<file path="src/rtl/datapath_acc_if.sv">
// Operand/strobe bundle from the control unit into the accumulator datapath,
// plus the status values returned to the debug side.
interface datapath_acc_if #(
   parameter int unsigned BITS    = 16,
   parameter int unsigned DTBITS  = BITS - 5,
   parameter int unsigned CNTBITS = 32
);
   logic [DTBITS-1:0]  i_Data;
   logic [1:0]         i_sel_A;
   logic               i_sel_B;
   logic               i_op;
   logic               i_w_acc;
   logic               i_w_ram;
   logic               i_r_ram;
   logic               i_h_flg;
   logic [BITS-1:0]    o_acc;
   logic               o_halted;
   logic [CNTBITS-1:0] o_cnt;

   // Control unit side.
   modport master (
      output i_Data, i_sel_A, i_sel_B, i_op, i_w_acc, i_w_ram, i_r_ram, i_h_flg,
      input  o_acc, o_halted, o_cnt
   );

   // Datapath side.
   modport slave (
      input  i_Data, i_sel_A, i_sel_B, i_op, i_w_acc, i_w_ram, i_r_ram, i_h_flg,
      output o_acc, o_halted, o_cnt
   );
endinterface

</file>
<file path="src/rtl/datapath_acc.sv">
// Accumulator datapath: accumulator, single-port data RAM, add/sub ALU,
// sticky halt and saturating executed-instruction counter.
module datapath_acc #(
   parameter int unsigned BITS    = 16,
   parameter int unsigned DTBITS  = BITS - 5,
   parameter int unsigned RAM_AW  = 6,
   parameter int unsigned CNTBITS = 32
) (
   input  logic          i_clk,
   input  logic          i_rst,
   datapath_acc_if.slave bus
);

   typedef enum logic {StRun, StHalt} state_e;

   state_e               state_q, state_d;
   logic [BITS-1:0]      acc_q, acc_d;
   logic [CNTBITS-1:0]   cnt_q, cnt_d;
   logic [BITS-1:0]      mem_q [2**RAM_AW];

   logic [RAM_AW-1:0]    addr;
   logic [BITS-1:0]      imm;
   logic [BITS-1:0]      rd;
   logic [BITS-1:0]      alu_b;
   logic [BITS-1:0]      res;
   logic                 acc_we;
   logic                 ram_we;
   logic                 cnt_en;

   assign addr  = bus.i_Data[RAM_AW-1:0];
   assign imm   = {{(BITS - DTBITS){bus.i_Data[DTBITS-1]}}, bus.i_Data};
   // Read sees the pre-edge contents, so a same-cycle write is not forwarded.
   assign rd    = bus.i_r_ram ? mem_q[addr] : '0;
   assign alu_b = bus.i_sel_B ? imm : rd;
   assign res   = bus.i_op ? (acc_q - alu_b) : (acc_q + alu_b);

   // Halt FSM: the halting edge and every edge in HALT suppress all writes.
   always_comb begin
      state_d = state_q;
      acc_we  = 1'b0;
      ram_we  = 1'b0;
      cnt_en  = 1'b0;
      unique case (state_q)
         StRun: begin
            cnt_en = 1'b1;
            if (bus.i_h_flg) begin
               state_d = StHalt;
            end else begin
               acc_we = bus.i_w_acc;
               ram_we = bus.i_w_ram;
            end
         end
         StHalt: begin
            state_d = StHalt;
         end
         default: begin
            state_d = StHalt;
         end
      endcase
   end

   // Accumulator source select.
   always_comb begin
      acc_d = acc_q;
      if (acc_we) begin
         case (bus.i_sel_A)
            2'b00:   acc_d = rd;
            2'b01:   acc_d = imm;
            2'b10:   acc_d = res;
            default: acc_d = acc_q;
         endcase
      end
   end

   // Counter holds at all-ones instead of wrapping.
   always_comb begin
      cnt_d = cnt_q;
      if (cnt_en && (cnt_q != '1)) begin
         cnt_d = cnt_q + CNTBITS'(1);
      end
   end

   // State, accumulator and counter registers.
   always_ff @(posedge i_clk) begin
      if (i_rst) begin
         state_q <= StRun;
         acc_q   <= '0;
         cnt_q   <= '0;
      end else begin
         state_q <= state_d;
         acc_q   <= acc_d;
         cnt_q   <= cnt_d;
      end
   end

   // Data RAM; cleared in a single reset cycle, writes store the pre-edge acc.
   always_ff @(posedge i_clk) begin
      if (i_rst) begin
         mem_q <= '{default: '0};
      end else if (ram_we) begin
         mem_q[addr] <= acc_q;
      end
   end

   assign bus.o_acc    = acc_q;
   assign bus.o_halted = (state_q == StHalt);
   assign bus.o_cnt    = cnt_q;

endmodule
</file>
<file path="src/flat_wrapper.sv">
// flat-port wrapper written by rule: the top's interface ports become plain ports
module datapath_acc_flat 
#(
   parameter int unsigned BITS    = 16,
   parameter int unsigned DTBITS  = BITS - 5,
   parameter int unsigned RAM_AW  = 6,
   parameter int unsigned CNTBITS = 32
)
  (i_clk, i_rst, bus_i_Data, bus_i_sel_A, bus_i_sel_B, bus_i_op, bus_i_w_acc, bus_i_w_ram, bus_i_r_ram, bus_i_h_flg, bus_o_acc, bus_o_halted, bus_o_cnt);
  datapath_acc_if #(.BITS(BITS), .DTBITS(DTBITS), .CNTBITS(CNTBITS)) bus_i ();
  input  logic i_clk;
  input  logic i_rst;
  input wire logic [$bits(bus_i.i_Data)-1:0] bus_i_Data;
  input wire logic [$bits(bus_i.i_sel_A)-1:0] bus_i_sel_A;
  input wire logic [$bits(bus_i.i_sel_B)-1:0] bus_i_sel_B;
  input wire logic [$bits(bus_i.i_op)-1:0] bus_i_op;
  input wire logic [$bits(bus_i.i_w_acc)-1:0] bus_i_w_acc;
  input wire logic [$bits(bus_i.i_w_ram)-1:0] bus_i_w_ram;
  input wire logic [$bits(bus_i.i_r_ram)-1:0] bus_i_r_ram;
  input wire logic [$bits(bus_i.i_h_flg)-1:0] bus_i_h_flg;
  output wire logic [$bits(bus_i.o_acc)-1:0] bus_o_acc;
  output wire logic [$bits(bus_i.o_halted)-1:0] bus_o_halted;
  output wire logic [$bits(bus_i.o_cnt)-1:0] bus_o_cnt;
  assign bus_i.i_Data = bus_i_Data;
  assign bus_i.i_sel_A = bus_i_sel_A;
  assign bus_i.i_sel_B = bus_i_sel_B;
  assign bus_i.i_op = bus_i_op;
  assign bus_i.i_w_acc = bus_i_w_acc;
  assign bus_i.i_w_ram = bus_i_w_ram;
  assign bus_i.i_r_ram = bus_i_r_ram;
  assign bus_i.i_h_flg = bus_i_h_flg;
  assign bus_o_acc = bus_i.o_acc;
  assign bus_o_halted = bus_i.o_halted;
  assign bus_o_cnt = bus_i.o_cnt;
  datapath_acc #(.BITS(BITS), .DTBITS(DTBITS), .RAM_AW(RAM_AW), .CNTBITS(CNTBITS)) u_core (.i_clk(i_clk), .i_rst(i_rst), .bus(bus_i));
endmodule
</file>
<file path="config.mk">
export PLATFORM = sky130hd
export DESIGN_NAME = datapath_acc_flat
export DESIGN_NICKNAME = d
export VERILOG_FILES = /design/src/rtl/datapath_acc_if.sv /design/src/rtl/datapath_acc.sv /design/src/flat_wrapper.sv
export SDC_FILE = /design/constraint.sdc
export NUM_CORES = 2
export LEC_CHECK = 0
export ABC_AREA = 1
export BUFFER_PORTS_ARGS = -buffer_cell sky130_fd_sc_hd__buf_4
export CORE_UTILIZATION = 57
export DETAILED_ROUTE_END_ITERATION = 7
export HOLD_SLACK_MARGIN = 0.15
export PLACE_DENSITY = 0.81
export SLEW_MARGIN = 20
export SYNTH_ARGS = -nofsm -noshare
export SYNTH_HDL_FRONTEND = slang
export SYNTH_SLANG_ARGS = --single-unit
</file>
<file path="constraint.sdc">
create_clock -name i_clk -period 4.1 [get_ports i_clk]
set_input_delay 0.41 -clock i_clk [delete_from_list [all_inputs] [get_ports i_clk]]
set_output_delay 0.41 -clock i_clk [all_outputs]
set_load 0.01 [all_outputs]
</file>
==> Word level (Yosys, flattened, before mapping) <==
Cells that the tools add are included.
W data, S select, Z words.
{ "totals": {"output_inout_bits": 49, "reg_bits": 1073, "in_bits": 21, "wordCells": 99} }
{ "classes": {"eq_ne": 3, "order_cmp": 2, "n_bitwise": 2, "addsub": 3, "mux": 17, "n_reduce_logical": 5} }
{ "op_table": {"columns": ["operator", "n"], "rows": [
  ["$bwmux W1024", 1],
  ["$bmux W16 S6", 1],
  ["$demux W16 S6", 1],
  ["$mux W16", 6],
  ["$pmux W16 S3", 1],
  ["$add A32 B1 Y32 const B", 1],
  ["$ne A32 B32 Y1 const B", 1],
  ["$add A16 B16 Y16", 1],
  ["$sub A16 B16 Y16", 1],
  ["$ge A7 B7 Y1 const B", 1],
  ["$lt A7 B1 Y1 const B", 1],
  ["$not A6 Y7", 1],
  ["$mux W1", 6],
  ["$reduce_bool A3 Y1", 1],
  ["$eq A2 B1 Y1 const B", 1],
  ["$eq A2 B2 Y1 const B", 1],
  ["$logic_and A1 B1 Y1", 2],
  ["$logic_not A2 Y1", 1],
  ["$pmux W1 S2", 1],
  ["$reduce_and A2 Y1", 1],
  ["$not A1 Y1", 1]
]} }

==> Longest topological paths before layout <==
{ "depth": {"ltp_word": 9, "mapped_depth": 36} }

==> Worst setup path after synthesis <==
Ideal clock, no wire load.
{ "synth_path": {"kind": "input to register", "startpoint": "input port bus_i_Data[2]", "endpoint": "register u_core.acc_q[13], in the netlist u_core.bus.o_acc[13]", "setup_slack_ns": 0.100, "required_time_ns": 4.029, "path_buffers": 3, "t_arrival_ns": 3.929, "stages": 32, "cell_sequence": "buf_4 > nor2_1 > buf_2 > buf_2 > nand3_1 > nand2_1 > nor2_1 > nand3_1 > nand2_1 > nand2_1 > nor2_1 > nand2_1 > nand3_1 > nand2_1 > inv_1 > ha_1 > and3_1 > nand4_1 > nor3_2 > nor2_1 > xor2_1 > inv_1 > ha_1 > nand2_1 > nor3_1 > nand2_1 > o2111ai_1 > a31o_2 > a21oi_1 > o21ai_0 > a211o_1 > a21oi_1"} }
{ "synth_via": {"elab_chain_cells": 9} }
{ "synth_lines": {"columns": ["item", "line_no", "text"], "rows": [
  ["start, declared", "flat_wrapper.sv:13", "input wire logic [$bits(bus_i.i_Data)-1:0] bus_i_Data;"],
  ["$not A6 Y7 (implied by the code)", "datapath_acc.sv:33", "assign rd = bus.i_r_ram ? mem_q[addr] : '0;"],
  ["$bmux W16 S6", "datapath_acc.sv:33", null],
  ["$mux W16 (implied by the code) (2 in series)", "datapath_acc.sv:33", null],
  ["$mux W16", "datapath_acc.sv:33", null],
  ["$mux W16", "datapath_acc.sv:34", "assign alu_b = bus.i_sel_B ? imm : rd;"],
  ["$add A16 B16 Y16 / $sub A16 B16 Y16 (equally long branches)", "datapath_acc.sv:35", "assign res = bus.i_op ? (acc_q - alu_b) : (acc_q + alu_b);"],
  ["$mux W16", "datapath_acc.sv:35", null],
  ["$pmux W16 S3 *", "datapath_acc.sv:66", "case (bus.i_sel_A)"],
  ["end signal, assigned", "datapath_acc.sv:87", "acc_q <= '0;"],
  ["end signal, assigned", "datapath_acc.sv:91", "acc_q <= acc_d;"],
  ["end, declared", "datapath_acc.sv:17", "logic [BITS-1:0] acc_q, acc_d;"]
]} }
Mark *: on every way between the ends. The rest lies on a longest branch, timed or not. The select of a mux whose other input is x is not followed.
A chain may end at the register's enable or synchronous reset.

==> Worst setup path after layout <==
{ "layout_path": {"startpoint": "register u_core.mem_q[688] (netlist bit)", "endpoint": "register u_core.acc_q[14], in the netlist u_core.bus.o_acc[14]"} }
{ "layout_via": {"elab_chain_cells": 8} }
{ "layout_lines": {"columns": ["item", "line_no", "text"], "rows": [
  ["start, declared", "datapath_acc.sv:19", "logic [BITS-1:0] mem_q [2**RAM_AW];"],
  ["start signal, assigned by index", "datapath_acc.sv:101", "mem_q[addr] <= acc_q;"],
  ["$bmux W16 S6 *", "datapath_acc.sv:33", null],
  ["$mux W16 (implied by the code) * (2 in series)", "datapath_acc.sv:33", null],
  ["$mux W16 *", "datapath_acc.sv:33", null],
  ["$mux W16 *", "datapath_acc.sv:34", null],
  ["$add A16 B16 Y16 / $sub A16 B16 Y16 (equally long branches)", "datapath_acc.sv:35", null],
  ["$mux W16 *", "datapath_acc.sv:35", null],
  ["$pmux W16 S3 *", "datapath_acc.sv:66", null]
]} }
Marks and branches as above.

==> run metrics <==
status=complete, but fails checks; failing checks=design-rule violations; Crit-path slowest cell=a221o_1; register area=21500 µm²; crit-path leading delay family=simple AND/OR/NAND/NOR gates; Final Hold Fails=0; crit path buf inv count=2; Leakage=between 0.02 and 0.03 µW; Slew headroom=0.211; commonest register cell after synthesis=dfxtp_1; Syn. warnings=0; Post-synth EDFFs=0; GP Congestion=1.03; Final Max Slew Viols=0; reg2reg path depth=28; first-pass GRT wire length=273 mm; register area share after synthesis=0.433; Post-route DRC=4; row count=107; Starting DRT DRC Count=7262; Post-synth ARST share=0; core area=85700 µm²; Layout fillers=7296; Worst-Margin Slew=1180 ps; Synthesized Nets=~7700; via count=53100; CP endpoint=u_core.bus.o_acc[14]$_SDFFE_PP0P_; critical path peak fanout=4; die area=88200 µm²; slowest stage delay, CP=340 ps; total grt overflow=0; crit start category=flip-flop; htree depth=3; DP Wirelength=112 mm; RSZ-0062 raised after global routing=true; Non-Filler Instances=8968; Final setup viols=0; Num CTS Buffers=110; Clock Tree Buf Depth=3; Worst Skew=about 40 ps; die width=just under 300 µm; CP arrival=around 4700 ps; Avg Cell Area, Syn=6.47 µm²; synthesized area=a little under 50000 µm²; period utilisation layout=0.983; most frequent CP cell=nand2_2; Critical path origin=u_core.mem_q[688]$_SDFFE_PP0P_; Top Ports=70; VDD IR max=350 µV; Critical Path End Type=flip-flop; Final Critical Period=approximately 4000 ps; CTS tree=done; Yosys reg bits=1073; Root Buffer=clkbuf_16; Crit Path Category=reg2reg; final-stage net count=7774; DP Cell Count=approximately 9000; Antenna Nets Post-Route=0; Layout area overhead=15.7%; highest clock rate=248 MHz; Multi-input gate area=25000 µm²; CP Depth=28; vias in the first global route=~49000; worst reg2reg path startpoint=u_core.mem_q[688]$_SDFFE_PP0P_; setup tns final=0 ps; CP Data Required Time=approximately 4700 ps; Port Buffers=69; initial antenna violation count=4; worst hold path type=in2reg; vias per cell=around 6; per-cell routed wire length=just under 20 µm; clock sink total=1073; Worst R2R End=u_core.bus.o_acc[14]$_SDFFE_PP0P_; # Max-Cap Violations=0; Clk pin slew, worst setup/hold paths=60 ps; Mapped Cells=7670; worst skew pair latency=720 ps; P per Cell Area=395 nW/µm²; share of cells above drive strength 1=0.106; total iterations of the first detailed-routing run=8; Netlist cell types=43; hold path startpoint=bus_i_Data[7]; largest net degree at the start of global routing=136; Initial Util=0.579; Post-Route WL=177 mm; Reg2Reg Setup Slack=between 70 and 80 ps; GRT Resource Usage Total=0.385; Die Y=297 µm
## worst register-to-register path, delay by kind of cell, from the launching register on
family,cells,cell delay [ps]
AOI/OAI and AO/OA,8,1180
xor gates and xnor gates,1,150
adders and majority gates,2,430
buffers and inverters,2,340
DFF,1,320
and+or+nand+nor,15,1540
## cell usage in the layout (no fill, tap or decap), drive strengths merged, types with 4 or more instances in the layout
cell type    instances
nand4               14
inv                256
a21oi              469
nand2             1898
o21ai             1227
xor2                10
buf                516
o211ai              39
dlygate4sd3          4
clkinv              33
dfxtp             1073
ha                  21
bufinv              11
clkbuf             162
nand3              147
nor2              1862
or2                 16
xnor2                7
a211o                4
nor3                26
nor4                 5
## routing by layer
metal | track usage | up-vias | part of all wire
li1 | - | 24600 | -
met1 | 0.508 | 24300 | 0.39
met2 | 0.576 | 3513 | 0.43
met3 | 0.0840 | 673 | 0.12
met4 | 0.232 | 4 | 0.062
met5 | 0 | - | 0.00012
## cells in the mapped netlist (3+ instances only)
library cell / n / area share
xor2_1: 10 / 0.0018
ha_1: 21 / 0.0053
nor4_1: 5 / 0.00063
o21a_1: 3 / 0.00045
buf_1: 55 / 0.0042
nor2_2: 4 / 0.00050
nor2_1: 1858 / 0.14
nand3_1: 145 / 0.015
xnor2_1: 7 / 0.0012
o21ai_0: 1185 / 0.12
clkbuf_1: 370 / 0.028
a211o_1: 4 / 0.00071
or2_2: 16 / 0.0020
inv_2: 5 / 0.00038
buf_4: 6 / 0.00091
o211ai_1: 39 / 0.0059
nand4_1: 14 / 0.0018
buf_6: 17 / 0.0039
nor3_2: 9 / 0.0018
inv_1: 250 / 0.019
buf_2: 125 / 0.013
nor3_1: 17 / 0.0017
a21oi_1: 467 / 0.047
nand2_1: 1896 / 0.14
o21ai_1: 41 / 0.0041
a221o_1: 3 / 0.00061
dfxtp_1: 1073 / 0.43
o22ai_1: 3 / 0.00038
## sequential cells by signal (all words and copies together) (netlist names)
register	count
u_core.mem_q	1024
u_core.bus.o_halted	1
u_core.bus.o_acc	16
u_core.bus.o_cnt	32
## power by group
group          switching (µW)  internal [µW]  leakage, µW
Combinational            1040            505       0.0171
Sequential               76.4          10500      0.00866
Clock                    4440           6150      0.00188
Total                    5560          17100       0.0276
## cell type report
type                    count  share of cell area
diodes                      1           0.0000436
well taps                1144              0.0249
inverters                 257              0.0174
flip-flops and latches   1073               0.375
repair buffers            522              0.0808
clock inverters            44             0.00994
multi-input cells        5767               0.436
clock buffers             160              0.0562
## what timing repair did
action / in CTS / in global routing
setup endpoints to repair: 5 / 11
pin swaps: 7 / 35
hold buffers: 4 / 0
hold endpoints to repair: 18 / 0
buffers inserted: 2 / 4
resized for setup: 15 / 96
gates cloned: 0 / 2
## cell families (layout without fill, tap and decap cells)
group | Yosys count | count (layout) | share of synthesized area
adders and majority gates | 22 | 22 | 0.00570
other | 0 | 1 | 0
xor gates and xnor gates | 17 | 17 | 0.00300
buffers and inverters | 830 | 983 | 0.0690
and+or+nand+nor | 3969 | 3969 | 0.308
AOI/OAI and AO/OA | 1759 | 1759 | 0.181
DFF | 1073 | 1073 | 0.433
## stage by stage
stage	total power (µW)	worst slack [ps]	util	cell area (µm²)	hold slack, ps
floorplan	11500	100	-	49600	420
global placement	12200	-700	0.620	53100	431
detailed placement	12200	-732	0.620	53100	436
CTS	22600	-15.6	0.666	57000	167
global route	23200	-202	0.670	57400	217
finish	22700	70.4	0.670	57400	195
## how the worst min path moves through the flow
stage,end,slack (ps),cells past startpoint
after detailed placement,u_core.mem_q[11]$_SDFFE_PP0P_,440,2
final,u_core.bus.o_acc[7]$_SDFFE_PP0P_,190,4
after global placement,u_core.mem_q[2]$_SDFFE_PP0P_,430,2
after CTS,u_core.bus.o_acc[7]$_SDFFE_PP0P_,170,4
after global routing,u_core.bus.o_acc[1]$_SDFFE_PP0P_,220,5
after floorplan,u_core.mem_q[2]$_SDFFE_PP0P_,420,2
Note: power is estimated with default switching activity, not from simulation.
